[src/rtl/band_gain_mixer.sv]
// band_gain_mixer: multi-band audio mixer with per-band gain ramping.
// One multiplier is time-shared across the bands: a transfer is followed by
// NUM_BANDS MAC cycles and one OUT cycle that registers the saturated result.
module band_gain_mixer #(
    parameter int AUDIO_WIDTH = 24,
    parameter int GAIN_WIDTH  = 8,
    parameter int NUM_BANDS   = 10,
    parameter int OUT_SHIFT   = GAIN_WIDTH + 3,
    parameter int RAMP_STEP   = 4
) (
    input  logic                              clk,
    input  logic                              rst_n,
    input  logic [NUM_BANDS*AUDIO_WIDTH-1:0]  bands_in,
    input  logic                              in_valid,
    output logic                              in_ready,
    input  logic [NUM_BANDS*GAIN_WIDTH-1:0]   gains_in,
    input  logic                              gain_load,
    output logic signed [AUDIO_WIDTH-1:0]     audio_out,
    output logic                              out_valid,
    output logic                              sat_flag
);
    localparam int IDX_W  = $clog2(NUM_BANDS);
    localparam int PROD_W = AUDIO_WIDTH + GAIN_WIDTH + 1;
    localparam int ACC_W  = PROD_W + IDX_W;
    localparam logic [IDX_W-1:0] LAST_IDX = IDX_W'(NUM_BANDS - 1);

    typedef enum logic [1:0] {S_IDLE, S_MAC, S_OUT} state_t;

    state_t state_q, state_d;

    logic [NUM_BANDS-1:0][AUDIO_WIDTH-1:0] band_set, band_q;
    logic [NUM_BANDS-1:0][GAIN_WIDTH-1:0]  gain_set, gain_tgt, gain_act;
    logic [IDX_W-1:0]                      idx;
    logic signed [ACC_W-1:0]               acc, acc_sh;
    logic signed [PROD_W-1:0]              band_ext, gain_ext, prod;
    logic [AUDIO_WIDTH-1:0]                band_cur;
    logic [GAIN_WIDTH-1:0]                 gain_cur;
    logic [ACC_W-AUDIO_WIDTH:0]            acc_top;
    logic                                  clip;
    logic [AUDIO_WIDTH-1:0]                sat_val;

    assign band_set = bands_in;
    assign gain_set = gains_in;
    assign in_ready = (state_q == S_IDLE);

    // Single shared multiplier: band is signed, gain is zero-extended so the
    // product is always a signed multiply.
    assign band_cur = band_q[idx];
    assign gain_cur = gain_act[idx];
    assign band_ext = {{(GAIN_WIDTH+1){band_cur[AUDIO_WIDTH-1]}}, band_cur};
    assign gain_ext = {{(AUDIO_WIDTH+1){1'b0}}, gain_cur};
    assign prod     = band_ext * gain_ext;

    // Clip whenever the bits above the output sign bit disagree with it.
    assign acc_sh  = acc >>> OUT_SHIFT;
    assign acc_top = acc_sh[ACC_W-1:AUDIO_WIDTH-1];
    assign clip    = !((&acc_top) || !(|acc_top));
    assign sat_val = acc_sh[ACC_W-1] ? {1'b1, {(AUDIO_WIDTH-1){1'b0}}}
                                     : {1'b0, {(AUDIO_WIDTH-1){1'b1}}};

    // Step a gain toward its target, snapping when within one step.
    function automatic logic [GAIN_WIDTH-1:0] ramp_to(input logic [GAIN_WIDTH-1:0] cur,
                                                     input logic [GAIN_WIDTH-1:0] tgt);
        logic [GAIN_WIDTH:0]   step;
        logic [GAIN_WIDTH:0]   diff;
        logic [GAIN_WIDTH-1:0] res;
        step = (GAIN_WIDTH+1)'(RAMP_STEP);
        res  = tgt;
        if (RAMP_STEP != 0) begin
            if (tgt >= cur) begin
                diff = {1'b0, tgt} - {1'b0, cur};
                if (diff > step) res = cur + step[GAIN_WIDTH-1:0];
            end else begin
                diff = {1'b0, cur} - {1'b0, tgt};
                if (diff > step) res = cur - step[GAIN_WIDTH-1:0];
            end
        end
        return res;
    endfunction

    // FSM state register.
    always_ff @(posedge clk or negedge rst_n) begin
        if (!rst_n) state_q <= S_IDLE;
        else        state_q <= state_d;
    end

    // FSM next state: IDLE -> MAC (NUM_BANDS cycles) -> OUT -> IDLE.
    always_comb begin
        state_d = state_q;
        case (state_q)
            S_IDLE:  if (in_valid) state_d = S_MAC;
            S_MAC:   if (idx == LAST_IDX) state_d = S_OUT;
            S_OUT:   state_d = S_IDLE;
            default: state_d = S_IDLE;
        endcase
    end

    // Sample capture and accumulation, one band per MAC cycle.
    always_ff @(posedge clk or negedge rst_n) begin
        if (!rst_n) begin
            band_q <= '0;
            acc    <= '0;
            idx    <= '0;
        end else if (state_q == S_IDLE && in_valid) begin
            band_q <= band_set;
            acc    <= '0;
            idx    <= '0;
        end else if (state_q == S_MAC) begin
            acc <= acc + {{(ACC_W-PROD_W){prod[PROD_W-1]}}, prod};
            idx <= idx + 1'b1;
        end
    end

    // Registered output; audio_out holds between pulses.
    always_ff @(posedge clk or negedge rst_n) begin
        if (!rst_n) begin
            audio_out <= '0;
            out_valid <= 1'b0;
            sat_flag  <= 1'b0;
        end else begin
            out_valid <= (state_q == S_OUT);
            sat_flag  <= (state_q == S_OUT) && clip;
            if (state_q == S_OUT)
                audio_out <= clip ? sat_val : acc_sh[AUDIO_WIDTH-1:0];
        end
    end

    // Targets load any time; active gains ramp only at the end of OUT, so a
    // load coinciding with OUT ramps toward the old target this time.
    always_ff @(posedge clk or negedge rst_n) begin
        if (!rst_n) begin
            gain_tgt <= '0;
            gain_act <= '0;
        end else begin
            if (gain_load) gain_tgt <= gain_set;
            if (state_q == S_OUT) begin
                for (int k = 0; k < NUM_BANDS; k++)
                    gain_act[k] <= ramp_to(gain_act[k], gain_tgt[k]);
            end
        end
    end

endmodule
[config.mk]
export PLATFORM = sky130hd
export DESIGN_NAME = band_gain_mixer
export DESIGN_NICKNAME = d
export VERILOG_FILES = /design/src/rtl/band_gain_mixer.sv
export SDC_FILE = /design/constraint.sdc
export NUM_CORES = 2
export LEC_CHECK = 0
export ABC_CLOCK_PERIOD_IN_PS = 8600
export CORE_ASPECT_RATIO = 1.75
export CORE_MARGIN = 4
export CORE_UTILIZATION = 25
export DETAILED_ROUTE_END_ITERATION = 16
export GPL_TIMING_DRIVEN = 1
export SYNTH_ARGS = -nofsm -noshare
export SYNTH_HDL_FRONTEND = slang
export SYNTH_SLANG_ARGS = --single-unit
[constraint.sdc]
create_clock -name clk -period 8.6 [get_ports clk]
set_input_delay 0.86 -clock clk [delete_from_list [all_inputs] [get_ports clk]]
set_output_delay 0.86 -clock clk [all_outputs]
set_load 0.02 [all_outputs]
After elaboration in Yosys (flattened, before gate mapping)

Index checks and enable logic that the tools add are counted.
Widths: inputs -> output; s select.

Flip-flop bits (word level): 469
Word-level logic and storage cells: 168

Multiplexer cells: 43
$add $sub $neg: 42
Equality and inequality tests: 5
$mul: 1
Reductions and logical operators: 10
Order comparisons: 31

Operator list:

| kind                | count |
|---|---|
| $mux 8              | 31 |
| $gt 9x3->1 const B  | 20 |
| $sub 8x8->9         | 20 |
| $bmux 24 s4         | 1 |
| $add 8x3->8 const B | 10 |
| $ge 8x8->1          | 10 |
| $sub 8x3->8 const B | 10 |
| $mux 37             | 2 |
| $mux 24             | 3 |
| $add 37x37->37      | 1 |
| $mul 24x9->33       | 1 |
| $bmux 8 s4          | 1 |
| $mux 4              | 2 |
| $lt 4x5->1 const B  | 1 |
| $add 4x1->4 const B | 1 |
| $eq 4x4->1 const B  | 1 |
| $mux 2              | 2 |
| $ne 2x2->1 const B  | 2 |
| $pmux 2 s2          | 1 |
| $reduce_and 3->1    | 1 |
| $reduce_or 3->1     | 1 |
| $eq 2x1->1 const B  | 1 |
| $eq 2x2->1 const B  | 1 |
| $logic_and 1x1->1   | 2 |
| other kinds (5)     | 6 |

Longest topological paths before layout

Depth after elaboration: 6
Gate-level depth with buffers: 39

Worst setup path after synthesis

No wires, ideal clock.

Path type: register -> register
From: register idx[0]
To: register acc[36]
Stages on the path, launching flop included: 39
Setup slack: -0.200 ns
Buffers on the path: 5
Library setup time: 0.128 ns
Arrival time: 8.672 ns
Cells stage by stage: dfrtp_1 > buf_2 > buf_2 > buf_2 > nand2_1 > o21ai_0 > a22oi_1 > o2bb2ai_1 > clkbuf_1 > clkbuf_1 > nand2_1 > fa_1 > inv_1 > fa_1 > fa_1 > inv_1 > fa_1 > inv_1 > (+3 left out) > a21o_1 > a21boi_0 > a211oi_1 > o41ai_1 > o21bai_1 > a211oi_1 > nor2_1 > ha_1 > a21o_1 > a21o_1 > a21o_1 > a21o_1 > a21oi_1 > nand3b_1 > or3_4 > and3_1 > nor3_1 > o211ai_2

Cells in the longest elaborated chain, start to end: 6

RTL lines:

| item                                                    | RTL line | RTL |
|---|---|---|
| from (decl)                                             | 33       | `logic [IDX_W-1:0] idx;` |
| from (signal assigned)                                  | 110      | `idx <= idx + 1'b1;` |
| $bmux 24 s4 or $bmux 8 s4 (tied branches)               | 48, 49   |  |
| $mux 24 (not written as such) or $mux 8 (tied branches) | 48, 49   |  |
| $mul 24x9->33 (*)                                       | 52       | `assign prod = band_ext * gain_ext;` |
| $add 37x37->37 (*)                                      | 109      | `acc <= acc + {{(ACC_W-PROD_W){prod[PROD_W-1]}}, prod};` |
| $mux 37 (*)                                             | 108      | `end else if (state_q == S_MAC) begin` |
| $mux 37 (*)                                             | 104      | `end else if (state_q == S_IDLE && in_valid) begin` |
| to (signal assigned)                                    | 109      |  |
| to (decl)                                               | 34       | `logic signed [ACC_W-1:0] acc, acc_sh;` |

Every way passes the cells marked *; elsewhere a longest branch is shown, timed or not. The select of a mux whose other input is x is not followed.
A chain may end at the register's enable or synchronous reset.

Worst setup path after layout

Same ends and word-level chain as after synthesis.

==> impl_metrics.env <==
export IMPL_fin_nets=5738
export IMPL_die_height_um=523
export IMPL_slew_headroom=0.357
export IMPL_finalClockSkew_ns=0.0225
export IMPL_core_rowCount=188
export IMPL_tightestPinTransition_ns=0.965
export IMPL_drt_first_iter_violations=1920
export IMPL_synth_top_area_cell="sky130_fd_sc_hd__dfrtp_1"
export IMPL_clock_sinks=469
export IMPL_largest_net_degree_at_the_start_of_global_routing=149
export IMPL_routabilityCongestion=0.884
export IMPL_cts_buffers=53
export IMPL_wirelength_um=131000
export IMPL_drive_above_1_share=0.123
export IMPL_hold_viol=0
export IMPL_cts_tree="built"
export IMPL_synth_seq_area_share=0.310
export IMPL_grt_antenna_before_repair=11
export IMPL_worst_endpoint_required_ns=9.16
export IMPL_ys_ff_latch=469
export IMPL_outcome="complete, no violations"
export IMPL_clock_insertion_delay_worst_skew_ns=0.65
export IMPL_placed_area_mm2=0.0452
export IMPL_num_vias=33700
export IMPL_cts_path_max_buffers=3
export IMPL_postSynthCellCount=4497
export IMPL_floorplan_die_width_um=302
export IMPL_drtPass1Iterations=5
export IMPL_netlist_area_mm2=0.0379
export IMPL_final_max_slew_viol_count=0
export IMPL_grt_util_all_layers=0.160
export IMPL_core_area_mm2=0.150
export IMPL_crit_path_max_incr_delay_ns=0.55
export IMPL_min_period_over_period=0.974
export IMPL_wl_per_cell_um=18.7
export IMPL_numPortBuffers=350
export IMPL_yosysUniqueCellTypes=94
export IMPL_route_detailed_vias_per_inst=4.80
export IMPL_hold_path_class="in2async"
export IMPL_fin_area_mm2=0.0482
export IMPL_timing_max_cap_violations=0
export IMPL_grt_pass1_vias=34500
export IMPL_design_portCount=351
export IMPL_cp_class="reg2reg"
export IMPL_ctsHoldBuffers=0
export IMPL_fin_crit_ns=8.37
export IMPL_dieArea_mm2=0.158
export IMPL_cp_arrival_ns=8.93
export IMPL_yosys_area_top_type_share=0.310
export IMPL_synth_ff_type="sky130_fd_sc_hd__dfrtp_1"
export IMPL_cts_root_buffer_cell="sky130_fd_sc_hd__clkbuf_16"
export IMPL_detail_route_drc_violations=0
export IMPL_critical_path_slowest_cell="sky130_fd_sc_hd__fa_1"
export IMPL_final_hpwl_from_detailed_placement_um=102000
export IMPL_globalRoute_totalOverflow=0
export IMPL_async_reset_ff_frac=1.00
export IMPL_synth_nets=5270
export IMPL_grt_pass1_wl_um=199000
export IMPL_initial_utilization=0.252
export IMPL_capturing_element_type_of_the_critical_path="flop"
export IMPL_number_of_synthesized_flops_with_an_enable_pin=0
export IMPL_layout_area_overhead_vs_synth_pct=27.2
export IMPL_cts_htree_levels=2
export IMPL_fillers=15600
export IMPL_critPathLaunchType="flop"
export IMPL_cp_max_fo=5
export IMPL_max_clock_freq_ghz=0.119
export IMPL_clk_transition_reported_paths_ns=0.06
export IMPL_synth_warnings=0
export IMPL_post_synth_main_area_contributors="sky130_fd_sc_hd__dfrtp_1 (31%), sky130_fd_sc_hd__nand2_1 (10%), sky130_fd_sc_hd__ha_1 (9.5%)"
export IMPL_timing_final_setup_violations=0
export IMPL_drtAntennaViolNets=0
export IMPL_syn_area_per_cell_um2=8.42
## Yosys cell counts, drive strengths merged, types with 34 or more instances
cell    instances
a21o           55
a21oi         160
a22oi          46
clkbuf        176
dfrtp         469
fa            161
ha            288
inv           466
mux2i          37
mux4           63
nand2        1037
nand2b         66
nand3          99
nor2          264
nor2b          58
nor3           61
o21a           38
o21ai         297
xnor2          62
xor2           34
## state kept, by name, summed over array words and instances (netlist names)
| name | flops |
|---|---|
| out_valid | 1 |
| band_q | 240 |
| gain_tgt | 80 |
| sat_flag | 1 |
| state_q | 2 |
| audio_out | 24 |
| idx | 4 |
| gain_act | 80 |
| acc | 37 |
## cell families (layout without fill, tap and decap cells)
group                      Yosys count  after routing  share of synthesized area
buffers and inverters              674           1187                     0.0676
adders and majority gates          449            449                      0.180
muxes                              130            130                     0.0562
AOI/OAI and AO/OA                  926            926                      0.162
other                                0              6                          0
DFF                                469            469                      0.310
and+or+nand+nor                   1753           1753                      0.201
xor gates and xnor gates            96             96                     0.0224
## cell usage in the layout, fill, tap and decap left out, types with 21 or more instances in the layout
cell type,synthesis,layout
sky130_fd_sc_hd__buf_4,0,233
sky130_fd_sc_hd__inv_1,464,457
sky130_fd_sc_hd__a21o_1,55,55
sky130_fd_sc_hd__ha_1,288,279
sky130_fd_sc_hd__mux2i_1,37,37
sky130_fd_sc_hd__xor2_1,34,34
sky130_fd_sc_hd__nor2b_1,58,58
sky130_fd_sc_hd__o21a_1,38,38
sky130_fd_sc_hd__mux2_2,30,30
sky130_fd_sc_hd__nor2_1,263,259
sky130_fd_sc_hd__o21bai_1,23,21
sky130_fd_sc_hd__and3_1,24,24
sky130_fd_sc_hd__a21oi_1,160,150
sky130_fd_sc_hd__mux4_2,63,63
sky130_fd_sc_hd__a31oi_1,27,25
sky130_fd_sc_hd__xnor2_1,61,60
sky130_fd_sc_hd__buf_12,0,22
sky130_fd_sc_hd__o21ai_0,286,282
sky130_fd_sc_hd__nor3_1,60,59
sky130_fd_sc_hd__a22oi_1,46,29
sky130_fd_sc_hd__clkdlybuf4s50_1,0,348
sky130_fd_sc_hd__fa_1,161,157
sky130_fd_sc_hd__nand2_1,1037,1036
sky130_fd_sc_hd__o22ai_1,30,27
sky130_fd_sc_hd__nand3_1,99,99
sky130_fd_sc_hd__dfrtp_1,469,466
sky130_fd_sc_hd__nand2b_1,66,58
sky130_fd_sc_hd__clkbuf_16,0,55
## worst paths after layout
check                           cells after the start  slack [ns]   startpoint      endpoint
worst max-delay path                               34        0.23       idx[0]       acc[36]
worst min-delay path                                1        0.23        rst_n  gain_tgt[27]
worst max register to register                     34        0.23       idx[0]       acc[36]
worst min register to register                      2        0.47  band_q[235]   band_q[235]
max in group asynchronous                           3        6.43        rst_n   band_q[233]
min in group clk                                    2        0.47  band_q[235]   band_q[235]
## layer usage
layer	vias to the layer above	wire, um	GRT usage
met5	-	7	0
met4	2	4310	0.0495
met3	210	5460	0.0170
met2	866	67400	0.296
met1	16500	53800	0.195
li1	16100	-	-
## final cells by class
type | count | area, um2 | area share
antenna | 6 | 15.0 | 0.000312
clock buffer | 66 | 1480 | 0.0306
clock inverter | 34 | 518 | 0.0108
inverter | 466 | 1750 | 0.0363
multi-input combinational | 3354 | 24200 | 0.503
sequential | 469 | 11700 | 0.244
tap | 1995 | 2500 | 0.0518
timing repair buffer | 621 | 5930 | 0.123
## worst max-delay path: cells and delay by family, from the launching register on
kind	cells	cell delay (ns)
flops	1	0.50
xor+xnor	1	0.14
simple gates	6	1.28
mux	1	0.46
fa+ha+maj	6	2.49
buf+inv	7	0.78
compound gates	13	2.61
## timing repair
item	4_1_cts	5_1_grt
endpoints found under the hold margin	0	0
setup endpoints to repair	8	12
pin swaps	0	66
cloned	0	2
resized for setup	8	114
setup buffers	6	28
## through the flow
stage	std cells	worst slack, ns	util	setup TNS, ns	hold WS (ns)
6_report	7011	0.226	0.320	0	0.225
5_1_grt	7008	-0.0701	0.320	-0.0926	0.245
4_1_cts	6976	0.0176	0.314	0	0.204
3_5_place_dp	6870	-0.222	0.301	-0.818	0.457
3_3_place_gp	6870	-0.152	0.301	-0.655	0.452
2_1_floorplan	4497	0.0115	-	0	0.440
Power is left out: the tool's default activity adds up to more than one toggle a clock period on the data nets, which glitch-free logic cannot reach.
